**src/rtl/stream_pkg.sv**
```systemverilog
// Shared definitions for the result streamer and the down-sample CPU top.
// Holds the FSM state enum, the RAM/stream widths and the default RAM read
// latency.
package stream_pkg;

    localparam int STREAM_ADDR_W = 16;
    localparam int STREAM_DATA_W = 8;
    localparam int STREAM_RD_LAT = 2;

    typedef enum logic [2:0] {
        IDLE    = 3'd0,
        SETUP   = 3'd1,
        WAIT    = 3'd2,
        CAPTURE = 3'd3,
        SEND    = 3'd4,
        CKSUM   = 3'd5,
        DONE    = 3'd6
    } state_t;

endpackage

```
**src/rtl/rise_detect.sv**
```systemverilog
// Registered copy of a level input plus a rising-edge pulse.
// Ports:
//   clk   - system clock
//   reset - asynchronous active-high reset (clears the registered copy)
//   din   - level input
//   rise  - high for the cycle where din is 1 and its registered copy is 0
module rise_detect (
    input  logic clk,
    input  logic reset,
    input  logic din,
    output logic rise
);

    logic din_q;

    always_ff @(posedge clk or posedge reset) begin
        if (reset) din_q <= 1'b0;
        else       din_q <= din;
    end

    assign rise = din & ~din_q;

endmodule

```
**src/rtl/ram_result_streamer.sv**
```systemverilog
// Result streamer: on a rising edge of `finished` it takes over the data RAM
// read port and sends dump_len bytes starting at start_addr on a valid/ready
// byte stream.
// Ports:
//   clk, reset            - system clock, asynchronous active-high reset
//   finished              - CPU program-complete level (rising edge triggers)
//   start_addr, dump_len  - window, sampled on trigger (dump_len=0 is empty)
//   bus_own               - block owns the RAM port (top forces wea=0)
//   mem_addr, mem_rdata   - RAM read address / read data
//   tx_data, tx_valid, tx_ready - byte stream
//   busy, done            - streaming in progress / window sent
// Build option: RESULT_STREAM_CHECKSUM_EN appends a mod-256 sum byte.
//
// state   | meaning
// IDLE    | waiting for a finished rise
// SETUP   | drive mem_addr with the current byte address
// WAIT    | RAM read latency (RD_LAT-1 cycles)
// CAPTURE | register mem_rdata into tx_data
// SEND    | present byte until accepted
// CKSUM   | present checksum byte until accepted (option only)
// DONE    | window sent; wait for finished to fall
module ram_result_streamer
    import stream_pkg::*;
#(
    parameter int ADDR_W = STREAM_ADDR_W,
    parameter int DATA_W = STREAM_DATA_W,
    parameter int RD_LAT = STREAM_RD_LAT
) (
    input  logic              clk,
    input  logic              reset,
    input  logic              finished,
    input  logic [ADDR_W-1:0] start_addr,
    input  logic [ADDR_W-1:0] dump_len,
    output logic              bus_own,
    output logic [ADDR_W-1:0] mem_addr,
    input  logic [DATA_W-1:0] mem_rdata,
    output logic [DATA_W-1:0] tx_data,
    output logic              tx_valid,
    input  logic              tx_ready,
    output logic              busy,
    output logic              done
);

    // WAIT lasts RD_LAT-1 cycles; SETUP's mem_addr register supplies the rest.
    localparam logic [3:0] WAIT_LOAD = 4'(RD_LAT - 2);

`ifdef RESULT_STREAM_CHECKSUM_EN
    localparam state_t END_ST = CKSUM;
`else
    localparam state_t END_ST = DONE;
`endif

    state_t            state, state_nx;
    logic [ADDR_W-1:0] addr;
    logic [ADDR_W-1:0] remaining;
    logic [DATA_W-1:0] data_q;
    logic [3:0]        wait_cnt;
    logic              trig;
    logic              hs;
    logic              last;

    rise_detect u_rise (
        .clk   (clk),
        .reset (reset),
        .din   (finished),
        .rise  (trig)
    );

    assign hs   = tx_valid & tx_ready;
    assign last = (remaining == ADDR_W'(1));

    always_ff @(posedge clk or posedge reset) begin
        if (reset) state <= IDLE;
        else       state <= state_nx;
    end

    always_comb begin
        state_nx = state;
        case (state)
            IDLE:    if (trig) state_nx = (dump_len == '0) ? END_ST : SETUP;
            SETUP:   state_nx = WAIT;
            WAIT:    if (wait_cnt == 4'd0) state_nx = CAPTURE;
            CAPTURE: state_nx = SEND;
            SEND:    if (hs) state_nx = last ? END_ST : SETUP;
            CKSUM:   if (hs) state_nx = DONE;
            DONE:    if (!finished) state_nx = IDLE;
            default: state_nx = IDLE;
        endcase
    end

    // Outputs decode straight from state so reset drops them asynchronously.
    always_comb begin
        bus_own  = 1'b0;
        busy     = 1'b0;
        tx_valid = 1'b0;
        done     = 1'b0;
        case (state)
            SETUP, WAIT, CAPTURE: begin
                bus_own = 1'b1;
                busy    = 1'b1;
            end
            SEND: begin
                bus_own  = 1'b1;
                busy     = 1'b1;
                tx_valid = 1'b1;
            end
            CKSUM: begin
                busy     = 1'b1;
                tx_valid = 1'b1;
            end
            DONE:    done = 1'b1;
            default: ;
        endcase
    end

`ifdef RESULT_STREAM_CHECKSUM_EN
    logic [DATA_W-1:0] cksum;
    assign tx_data = (state == CKSUM) ? cksum : data_q;
`else
    assign tx_data = data_q;
`endif

    always_ff @(posedge clk or posedge reset) begin
        if (reset) begin
            addr      <= '0;
            remaining <= '0;
            mem_addr  <= '0;
            data_q    <= '0;
            wait_cnt  <= '0;
`ifdef RESULT_STREAM_CHECKSUM_EN
            cksum     <= '0;
`endif
        end else begin
            case (state)
                IDLE: if (trig) begin
                    addr      <= start_addr;
                    remaining <= dump_len;
`ifdef RESULT_STREAM_CHECKSUM_EN
                    cksum     <= '0;
`endif
                end
                SETUP: begin
                    mem_addr <= addr;
                    wait_cnt <= WAIT_LOAD;
                end
                WAIT:    if (wait_cnt != 4'd0) wait_cnt <= wait_cnt - 4'd1;
                CAPTURE: data_q <= mem_rdata;
                SEND: if (hs) begin
                    addr      <= addr + ADDR_W'(1);
                    remaining <= remaining - ADDR_W'(1);
`ifdef RESULT_STREAM_CHECKSUM_EN
                    cksum     <= cksum + data_q;
`endif
                end
                default: ;
            endcase
        end
    end

endmodule

```
**config.mk**
```make
export PLATFORM = sky130hd
export DESIGN_NAME = ram_result_streamer
export DESIGN_NICKNAME = d
export VERILOG_FILES = /design/src/rtl/stream_pkg.sv /design/src/rtl/rise_detect.sv /design/src/rtl/ram_result_streamer.sv
export SDC_FILE = /design/constraint.sdc
export NUM_CORES = 1
export LEC_CHECK = 0
export ABC_CLOCK_PERIOD_IN_PS = 5000
export CAP_MARGIN = 20
export CORE_UTILIZATION = 56
export DETAILED_ROUTE_END_ITERATION = 6
export GPL_ROUTABILITY_DRIVEN = 0
export PLACE_DENSITY = 0.83
export SETUP_SLACK_MARGIN = 0.15
export SYNTH_ARGS = -nofsm -noshare
export SYNTH_HDL_FRONTEND = slang
export SYNTH_SLANG_ARGS = --single-unit
export TNS_END_PERCENT = 1
```
**constraint.sdc**
```tcl
create_clock -name clk -period 5 [get_ports clk]
set_input_delay 0.5 -clock clk [delete_from_list [all_inputs] [get_ports clk]]
set_output_delay 0.5 -clock clk [all_outputs]
set_load 0.02 [all_outputs]
```
# After elaboration in Yosys (flattened, before gate mapping)
# Index checks and enable logic that the tools add are counted.
dict set report word_totals {
  ff_bits 64
  latchBits 0
  ram_bits 0
  mem_bits_ro 0
  input_bits 44
  out_inout_bits 28
  memories 0
}
dict set report op_classes {
  add_sub_neg 3
  multipliers 0
  div 0
  n_lt_le_gt_ge 0
  n_eq_ne 13
  n_shift 0
  muxes 20
  n_bitwise 3
  reduce_logical 12
}
# cell count
set ops {}
lappend ops {{$mux 16} 4}
lappend ops {{$pmux 16 s2} 2}
lappend ops {{$mux 3} 7}
lappend ops {{$pmux 3 s7} 1}
lappend ops {{$add 16x1->16 const B} 1}
lappend ops {{$eq 16x1->1 const B} 1}
lappend ops {{$logic_not 16->1} 1}
lappend ops {{$sub 16x1->16 const B} 1}
lappend ops {{$ne 2x2->1 const B} 6}
lappend ops {{$eq 3x3->1 const B} 3}
lappend ops {{$pmux 4 s2} 1}
lappend ops {{$eq 3x2->1 const B} 2}
lappend ops {{$reduce_and 5->1} 1}
lappend ops {{$reduce_or 5->1} 1}
lappend ops {{$logic_not 4->1} 1}
lappend ops {{$mux 1} 4}
lappend ops {{$mux 4} 1}
lappend ops {{$reduce_bool 2->1} 2}
lappend ops {{$reduce_bool 4->1} 1}
lappend ops {{$reduce_or 4->1} 1}
lappend ops {{$sub 4x1->4 const B} 1}
lappend ops {{$eq 3x1->1 const B} 1}
lappend ops {{$logic_not 3->1} 1}
lappend ops {{$reduce_and 3->1} 1}
lappend ops {{other kinds (4)} 5}

# Longest topological paths before layout
# Gate-level depths: netlist of the first run.
dict set report depth {
  depth_word 6
  depth_mapped 7
}

# Hierarchy
# A second synthesis of the first run with hierarchy kept.
dict set report unflattened {
  hier_cells 399
  hier_area_um2 3488.3
}
# module instances cells_each area_per_inst_um2 seq_area_each_um2
set modules_own_cells {}
lappend modules_own_cells {ram_result_streamer 1 396 3445.8 1576.5}
lappend modules_own_cells {rise_detect 1 3 42.5 25.0}

# Worst setup path before layout of the first run
# OpenSTA, ideal clock, no wires.
dict set report synth_path {
  path_kind {input port to flip-flop}
  from {input port finished}
  to {register addr[15]}
  setup_time_ps 69
  arrival_time_ps 1888
  required_time_ps 4931
  setup_slack_ps 3043
  path_stages 5
  path_buffers 1
  cell_sequence {or3b_4 > a211o_1 > buf_6 > or4b_1 > nand3_1}
}
dict set report synth_between {
  elab_chain_len 3
}
# element line
set synth_lines {}
lappend synth_lines {{from (decl)} ram_result_streamer.sv:31} ;# input logic finished,
lappend synth_lines {{$and 1x1->1} rise_detect.sv:21} ;# assign rise = din & ~din_q;
lappend synth_lines {{$ne 2x2->1 (no line)} -}
lappend synth_lines {{$reduce_and 3->1 (no line)} -}
lappend synth_lines {{to (signal assigned)} ram_result_streamer.sv:136} ;# addr <= start_addr;
lappend synth_lines {{to (signal assigned)} ram_result_streamer.sv:149} ;# addr <= addr + ADDR_W'(1);
lappend synth_lines {{to (decl)} ram_result_streamer.sv:54} ;# logic [ADDR_W-1:0] addr;
# No other way between the ends.
# A chain may end at the register's enable or synchronous reset.

# Worst setup path in the final report of the first run
dict set report layout_path {
  from {register state[1]}
  to {output port bus_own}
}
dict set report layout_between {
  elab_chain_len 3
  elab_cells_between_ends 6
}
# element line
set layout_lines {}
lappend layout_lines {{from (decl)} ram_result_streamer.sv:53} ;# state_t state, state_nx;
lappend layout_lines {{from (signal assigned)} ram_result_streamer.sv:74} ;# else state <= state_nx;
lappend layout_lines {{$eq 3x3->1, or another cell as far along} ram_result_streamer.sv:97} ;# case (state)
lappend layout_lines {{$reduce_or 4->1 (no line) (*)} -}
lappend layout_lines {{$mux 1 (*)} ram_result_streamer.sv:97}
lappend layout_lines {{to (decl)} ram_result_streamer.sv:34} ;# output logic bus_own,
# Every way passes the cells marked *; elsewhere a longest branch is shown, timed or not.

==> results of run 1 <==
## critical path, stage by stage (launching register included)
cell                              delay, ns
sky130_fd_sc_hd__dfrtp_1               0.79
sky130_fd_sc_hd__nor2_1                0.21
sky130_fd_sc_hd__xnor2_1               0.17
sky130_fd_sc_hd__clkdlybuf4s50_1       0.62
## worst min path at each step
stage                        startpoint  cells past startpoint  slack [ns]            end
after floorplan           remaining[14]                      1        0.45  remaining[14]
after global placement    remaining[14]                      1        0.46  remaining[14]
after detailed placement     tx_data[2]                      1        0.49     tx_data[2]
after CTS                    tx_data[5]                      1        0.51     tx_data[5]
after global routing         tx_data[5]                      1        0.51     tx_data[5]
final                        tx_data[5]                      1        0.50     tx_data[5]
## cell usage after synthesis (2+ instances only)
library cell	instances	area, sq um
sky130_fd_sc_hd__o2bb2ai_1	4	35.03
sky130_fd_sc_hd__a32oi_1	4	35.03
sky130_fd_sc_hd__and4_1	4	35.03
sky130_fd_sc_hd__nand3_1	16	80.08
sky130_fd_sc_hd__nor4_1	13	81.33
sky130_fd_sc_hd__or4_1	3	22.52
sky130_fd_sc_hd__a211o_1	2	17.52
sky130_fd_sc_hd__ha_1	5	62.56
sky130_fd_sc_hd__buf_2	2	10.01
sky130_fd_sc_hd__and3_1	4	25.02
sky130_fd_sc_hd__buf_1	2	7.510
sky130_fd_sc_hd__nor2_1	28	105.1
sky130_fd_sc_hd__nand2b_1	4	25.02
sky130_fd_sc_hd__mux2i_1	3	30.03
sky130_fd_sc_hd__o311ai_0	2	17.52
sky130_fd_sc_hd__or3b_2	2	17.52
sky130_fd_sc_hd__a21oi_1	23	115.1
sky130_fd_sc_hd__o32ai_1	2	17.52
sky130_fd_sc_hd__nand2_1	22	82.58
sky130_fd_sc_hd__nand4_1	9	56.30
sky130_fd_sc_hd__clkbuf_1	23	86.33
sky130_fd_sc_hd__a2bb2oi_1	7	61.31
sky130_fd_sc_hd__and2_1	3	18.77
sky130_fd_sc_hd__mux2_2	25	281.5
sky130_fd_sc_hd__or2_2	2	12.51
sky130_fd_sc_hd__o21ai_0	31	155.2
sky130_fd_sc_hd__a31oi_1	3	18.77
sky130_fd_sc_hd__dfrtp_1	64	1602
sky130_fd_sc_hd__o211ai_1	5	37.54
sky130_fd_sc_hd__inv_1	7	26.28
sky130_fd_sc_hd__xor2_1	2	17.52
sky130_fd_sc_hd__nor3_1	7	35.03
sky130_fd_sc_hd__o22ai_1	6	37.54
sky130_fd_sc_hd__nor3b_1	2	15.01
sky130_fd_sc_hd__a22oi_1	6	45.04
## registers in the layout (all words and copies together), names as in the netlist
signal,flops
state,3
mem_addr,16
tx_data,8
wait_cnt,4
remaining,16
u_rise.din_q,1
addr,16
## report_power, final
group	internal, mW	total [mW]	switching (mW)
clock	0.343	0.551	0.208
combinational	0.595	1.23	0.638
sequential	0.751	1.02	0.270
total	1.69	2.80	1.12
## layout make-up
| type | instances | area [sq um] | area share (%) |
|---|---|---|---|
| clock inverter | 5 | 103.9 | 2.282 |
| inverter | 7 | 26.28 | 0.5774 |
| timing repair buffer | 76 | 755.7 | 16.61 |
| tap | 75 | 93.84 | 2.062 |
| sequential | 64 | 1602 | 35.19 |
| multi-input combinational | 275 | 1832 | 40.25 |
| clock buffer | 10 | 137.6 | 3.024 |
## metrics by stage
step	cell area, sq um	cells	utilization, %	power (mW)
6_report	4551	512	75.52	2.805
5_1_grt	4551	512	75.52	2.996
4_1_cts	4551	512	75.52	2.800
3_5_place_dp	4309	497	71.51	2.243
3_3_place_gp	4294	496	71.26	2.186
2_1_floorplan	3570	374	-	1.785
## logic make-up (layout without fill, tap and decap cells)
logic type | Yosys count | after routing | synth area share [%]
flops | 64 | 64 | 44.87
fa+ha+maj | 5 | 5 | 1.753
xor+xnor | 3 | 3 | 0.7362
mux | 28 | 28 | 8.728
simple gates | 129 | 129 | 19.63
buf+inv | 35 | 98 | 3.961
compound gates | 110 | 110 | 20.33
## routing by layer
metal  global-route usage (%)  vias up  part of all wire, %  wire, microns
li1                         -     1537                    -              -
met1                    38.83     1596                   43           3886
met2                    47.85      155                   48           4391
met3                    8.333       17                  7.5            681
met4                    9.298        0                  1.7            152
met5                        0        -                    0              0
## cell usage in the layout, fill, tap and decap left out, types with 10 or more instances in the layout
cell type / synthesis / routed
sky130_fd_sc_hd__a21oi_1: 23 / 23
sky130_fd_sc_hd__clkbuf_8: 0 / 10
sky130_fd_sc_hd__clkdlybuf4s50_1: 0 / 71
sky130_fd_sc_hd__dfrtp_1: 64 / 64
sky130_fd_sc_hd__mux2_2: 25 / 25
sky130_fd_sc_hd__nand2_1: 22 / 22
sky130_fd_sc_hd__nand3_1: 16 / 16
sky130_fd_sc_hd__nor2_1: 28 / 28
sky130_fd_sc_hd__nor4_1: 13 / 13
sky130_fd_sc_hd__o21ai_0: 31 / 31
==> results.txt, run 1 <==
- Run status: complete, no violations
- FF-to-FF Start: state[1]
- Achievable clock frequency: 0.3794 GHz
- CTS-repair resized insts: 0
- Gr usage total: between 20% and 30%
- Counting every net in the synthesized netlist gives 423.
- Reg-to-reg endpoint: remaining[14]
* Netlist area before placement: about 3600 sq um
- The filler cells instantiated in the layout total approximately 420.
- Wire length reported by the detailed router: roughly 9100 microns
- Fin Hold WS: 0.5042 ns
- TritonCTS built the clock tree.
- Post-synth EDFFs: 0
- Post-DRT Antenna Nets: 0
* I/O pin count: 72
- Final-report max-slew violation count: 0
* Static Leak: roughly 1.8 nW
- Maximum Capacitance Violations: 0
* Post-Syn Area per Cell: about 9.5 sq um
* Avg Vias per Cell: roughly 6.5
- Initial antenna violation count: 0
- Width of the die: ~80 microns
- Depth of the most critical reg-to-reg path: 3
* Placement Rows: 28
- Transition time at the pin with the least slew margin: ~1 ns
- Clock-pin slew on the worst setup and hold paths: approximately 0.070 ns
* Kind of end point of the critical path: output port
* Number of setup buffers added after CTS: 0
- The net count of the finished layout is a little under 500.
- STA puts the critical path data required time at ~4.5 ns.
- Dpl ws: around 2.2 ns
- Share of synthesized registers carrying an async set or reset: 100.0%
- Hold Crit Class: register to register
- Of all nets on the critical path, the largest fanout is 24.
- Global-route wire length before repair: 15,020 microns
* Count of buffers inserted at the top-level ports: between 70 and 80
- The final route contains 3,305 vias.
- Setup skew after layout: around 0.0080 ns
- H-tree depth: 3
- 0 antenna diodes ended up in the layout.
- The region available for standard cell placement spans between 6000 and 7000 sq um.
* Height of the die: a little over 80 microns
- Headroom to the max-slew limit came out at about 32%.
- Counting distinct cell types in the post-synthesis netlist gives 62.
- In this run the worst setup path terminates at bus_own.
- Clock tree synthesis found a total of between 60 and 70 sinks.
- Share of synthesized area occupied by flip-flops and latches: 44.87%
* Number of search-and-repair iterations in the first detailed-routing pass: 5
* Category of the most critical setup path: register to output port
- Relative to the synthesized area, the layout overhead comes to 27.48%.
- Endpoints failing setup: 0
- In the final layout, the share of cells above drive strength 1 is roughly an eighth.
* Post-route worst setup slack: between 2 and 2.5 ns
- Number of warnings printed during yosys synthesis: 0
- Clock root cell: sky130_fd_sc_hd__clkbuf_8
- Maximum number of pins on one net before global-route repair: between 60 and 70
- Number of buffers on the longest clock path: 2
- Power density over the cells: between 600 and 700 nW/um^2
* Synth Instances: about 370
- Commonest register cell after synthesis: sky130_fd_sc_hd__dfrtp_1
- Starting DRC count in detailed routing: ~320
- Worst setup slack for register-to-register paths: 2.47 ns
* Worst setup path start: state[1]
- Gr ovfl total: 0
- CP Data Arrival Time: between 2 and 2.5 ns
- VDD IR-drop max: slightly below 500 uV
- The worst path uses approximately 53% of the clock period.
- Detailed Place HPWL: 6135 microns
* Insertion delay of the later-clocked pin in the worst-skew pair: roughly 0.35 ns
- TritonCTS buffer count: 9
- The number of hold-slack violations in the final timing report is 0.
* Launching element type of the critical path: register
* Cts hold-fix bufs: 0
* Post-detailed-route wirelength per cell: between 15 and 20 microns
- The initial utilization of the core area, before any placement, comes to between 50% and 60%.
* Die Outline Area: about 6700 sq um
* Setup repair after global routing missed its margin: no
* Total DRC errors in the routed layout: 0
- Post-synthesis register bit count: 64
* Post-layout minimum cycle time: between 2 and 3 ns
* Vias in the first global route: 3,111
- Final sum of negative setup slack: 0 ns
No activity file was read; power rests on OpenSTA's default activity.
==> run 2, diff against run 1 <==
--- a/config.mk
+++ b/config.mk
@@ -5,12 +5,12 @@
 export SDC_FILE = /design/constraint.sdc
 export NUM_CORES = 1
 export LEC_CHECK = 0
-export ABC_CLOCK_PERIOD_IN_PS = 5000
+export ABC_CLOCK_PERIOD_IN_PS = 2450
 export CAP_MARGIN = 20
-export CORE_UTILIZATION = 56
+export CORE_UTILIZATION = 52
 export DETAILED_ROUTE_END_ITERATION = 6
 export GPL_ROUTABILITY_DRIVEN = 0
-export PLACE_DENSITY = 0.83
+export PLACE_DENSITY = 0.78
 export SETUP_SLACK_MARGIN = 0.15
 export SYNTH_ARGS = -nofsm -noshare
 export SYNTH_HDL_FRONTEND = slang
==> constraint.sdc (replaced) <==
create_clock -name clk -period 2.45 [get_ports clk]
set_input_delay 0.245 -clock clk [delete_from_list [all_inputs] [get_ports clk]]
set_output_delay 0.245 -clock clk [all_outputs]
set_load 0.02 [all_outputs]
==> run 2 against run 1 <==
  * The run now ends with design-rule violations left
  * Clock power up 64%
  * Non-clock buffer count up 8
  * Wire length down 2.3%
  * Critical path type unchanged
  * Combinational power up 120%
  * Sequential power up 96%
  * Sequential cell count unchanged
  * Register-to-register slack worse by 2.1 ns
  * Sequential share of layout area down 0.16 points
  * Final cell count up 2.1%
  * Cell area up 0.47%
  * Hold slack worse by 0.22 ns
  * Die area up 7.5%
==> results.txt, run 2 (synthesis gave the netlist of run 1 again) <==
- Width of the die: 84.86 microns (was 81.84 microns)
* Data required time of the critical path: 2.20 ns (was 4.50 ns)
- Number of diodes added for antenna fixing: 0 (unchanged)
* Static Leak: 1.797 nW (was 1.775 nW)
- The via count of the routed design was 3,293 (was 3,305).
* Height of the die: 84.86 microns (was 81.84 microns)
- The post-CTS setup buffer count came to 0 (unchanged).
- Starting DRC count in detailed routing: 236 (was 322)
* Layout cells sized above 1: 14.35% (was 12.59%)
- The effective utilization at floorplan was 54.96% (was 59.24%).
- Vias in the first global route: 3,225 (was 3,111)
- Storage cell area: 1602 sq um (unchanged)
- The wire length of the first global-routing pass was 14,990 microns (was 15,020 microns).
* VDD IR-drop max: 666.0 uV (was 491.3 uV)
- Category of the most critical setup path: register to output port (unchanged)
- Area growth from synthesis to final layout: 28.08% (was 27.48%)
* Transition time at the pin with the least slew margin: 0.5790 ns (was 1.008 ns)
- Total chip power: 5.551 mW (was 2.805 mW)
* Gr ovfl total: 0 (unchanged)
* Violations in the final reports: design-rule violations
- Avg Vias per Cell: 6.296 (was 6.455)
- Commonest non-fill, non-tap cells in the layout: sky130_fd_sc_hd__clkdlybuf4s50_1 (71), sky130_fd_sc_hd__dfrtp_1 (64), sky130_fd_sc_hd__o21ai_0 (31) (unchanged)
- The cell area power density is 1214 nW/um^2 (was 616.4 nW/um^2).
* Kind of end point of the critical path: output port (unchanged)
- Leading cell type in the layout, fill and taps excluded: sky130_fd_sc_hd__clkdlybuf4s50_1 (unchanged)
* Cts hold-fix bufs: 0 (unchanged)
- Hold Crit Class: primary input to asynchronous set/reset pin (was register to register)
* Sink count of the clock tree: 64 (unchanged)
- Total DRC errors in the routed layout: 4 (was 0)
* Share of the core filled with cells in the final layout: 70.39% (was 75.52%)
- The detailed placement HPWL is 6354 microns (was 6135 microns).
- Setup repair after global routing missed its margin: no (unchanged).
- The TritonCTS buffer count is 9 (unchanged).
- Post-route fraction of the period consumed by the critical path: ~90%
* Leading registers by flop count: addr: 16 flops, mem_addr: 16 flops, remaining: 16 flops (unchanged)
- Placement Rows: 29 (was 28)
- The clock tree from TritonCTS is built (unchanged).
- Final-report max-slew violation count: 0 (unchanged)
- The element type at the critical path start is a register (unchanged).
* Hold violation total from the final report: 0 (unchanged)
- The final net count was 490 (was 482).
* Wire length reported by the detailed router: 8898 microns (was 9111 microns)
* Final sum of negative setup slack: 0 ns (unchanged)
* Gr usage total: 26.45% (was 29.78%)
- Insertion delay of the later-clocked pin in the worst-skew pair: 0.34 ns (was 0.35 ns)
- Die Outline Area: 7200 sq um (was 6698 sq um)
* Post-detailed-route wirelength per cell: 17.01 microns (was 17.79 microns)
- Total area of multi-input combinational cells: 1832 sq um (unchanged)
* Post-DRT Antenna Nets: 0 (unchanged)
* Initial antenna violation count: 0 (unchanged)
- The routed design could run at a clock period as short as around 2.2 ns.
* Maximum number of pins on one net before global-route repair: 40 (was 65)
- Setup skew after layout: 0.01494 ns (was 0.007963 ns)
- The core area is 6495 sq um (was 6026 sq um).
* I/O pin count: 72 (unchanged)
- CTS-repair resized insts: 0 (unchanged)
* Clock-pin slew on the worst setup and hold paths: 0.08 ns (was 0.07 ns)
- Clock root cell: sky130_fd_sc_hd__clkbuf_8 (unchanged)
- The number of fillers in the final layout came to 515 (was 423).
- Derived from the worst setup path, the maximum achievable clock frequency is ~0.45 GHz.
- CP Data Arrival Time: 1.96 ns (was 2.14 ns)
- Run status: finished, violations left (was complete, no violations)
- Maximum Capacitance Violations: 0 (unchanged)
- The largest buffer count on any clock path was 2 (unchanged).
* Count of buffers inserted at the top-level ports: 71 (unchanged)
- H-tree depth: 3 (unchanged)
* Number of search-and-repair iterations in the first detailed-routing pass: 7 (was 5)
* Endpoints failing setup: 0 (unchanged)
- Crit path max fanout: 23 (was 24)
- Worst slew margin relative to its limit: 61.04% (was 32.19%)
run 2: worst paths after layout:
path | startpoint | end | slack (ns) | cells after the start
min | reset | mem_addr[8] | 0.28 | 2
max | state[1] | bus_own | 0.25 | 4
min in group clk | finished | u_rise.din_q | 0.45 | 1
min reg2reg | remaining[14] | remaining[14] | 0.50 | 1
max in group asynchronous | reset | state[0] | 1.55 | 3
max reg2reg | wait_cnt[0] | wait_cnt[1] | 0.38 | 6
run 2: layer usage:
metal | share of wire, % | track usage [%] | wire length (microns)
met1 | 43 | 34.51 | 3868
met4 | 1.9 | 10.32 | 171
met3 | 5.9 | 6.128 | 524
met2 | 49 | 43.16 | 4333
met5 | 0 | 0 | 0
run 2: layout make-up:
type | instances | area share, %
repair buffers | 84 | 17.95
well taps | 77 | 2.107
clock inverters | 7 | 1.560
flip-flops and latches | 64 | 35.03
multi-input cells | 275 | 40.07
clock buffers | 9 | 2.709
inverters | 7 | 0.5747
run 2: power breakdown:
part / switching (mW) / internal (mW) / total (mW)
clock network: 0.433 / 0.471 / 0.904
registers: 0.464 / 1.53 / 2.00
logic: 1.38 / 1.27 / 2.65
run 2: stage by stage:
stage / setup slack, ns / instances / hold WS (ns) / instance area [sq um]
floorplan: 0.5545 / 374 / 0.2764 / 3570
global placement: 0.2930 / 507 / 0.4635 / 4377
detailed placement: 0.2611 / 507 / 0.4789 / 4377
CTS: 0.2334 / 523 / 0.2785 / 4572
global route: 0.1740 / 523 / 0.3326 / 4572
finish: 0.2480 / 523 / 0.2802 / 4572
run 2: critical path, cell delays in order, from the launching register on:
cell and delay [ns]:
sky130_fd_sc_hd__dfrtp_1 0.37, sky130_fd_sc_hd__buf_4 0.20, sky130_fd_sc_hd__nor2_1 0.27, sky130_fd_sc_hd__xnor2_1 0.16
sky130_fd_sc_hd__clkdlybuf4s50_1 0.62
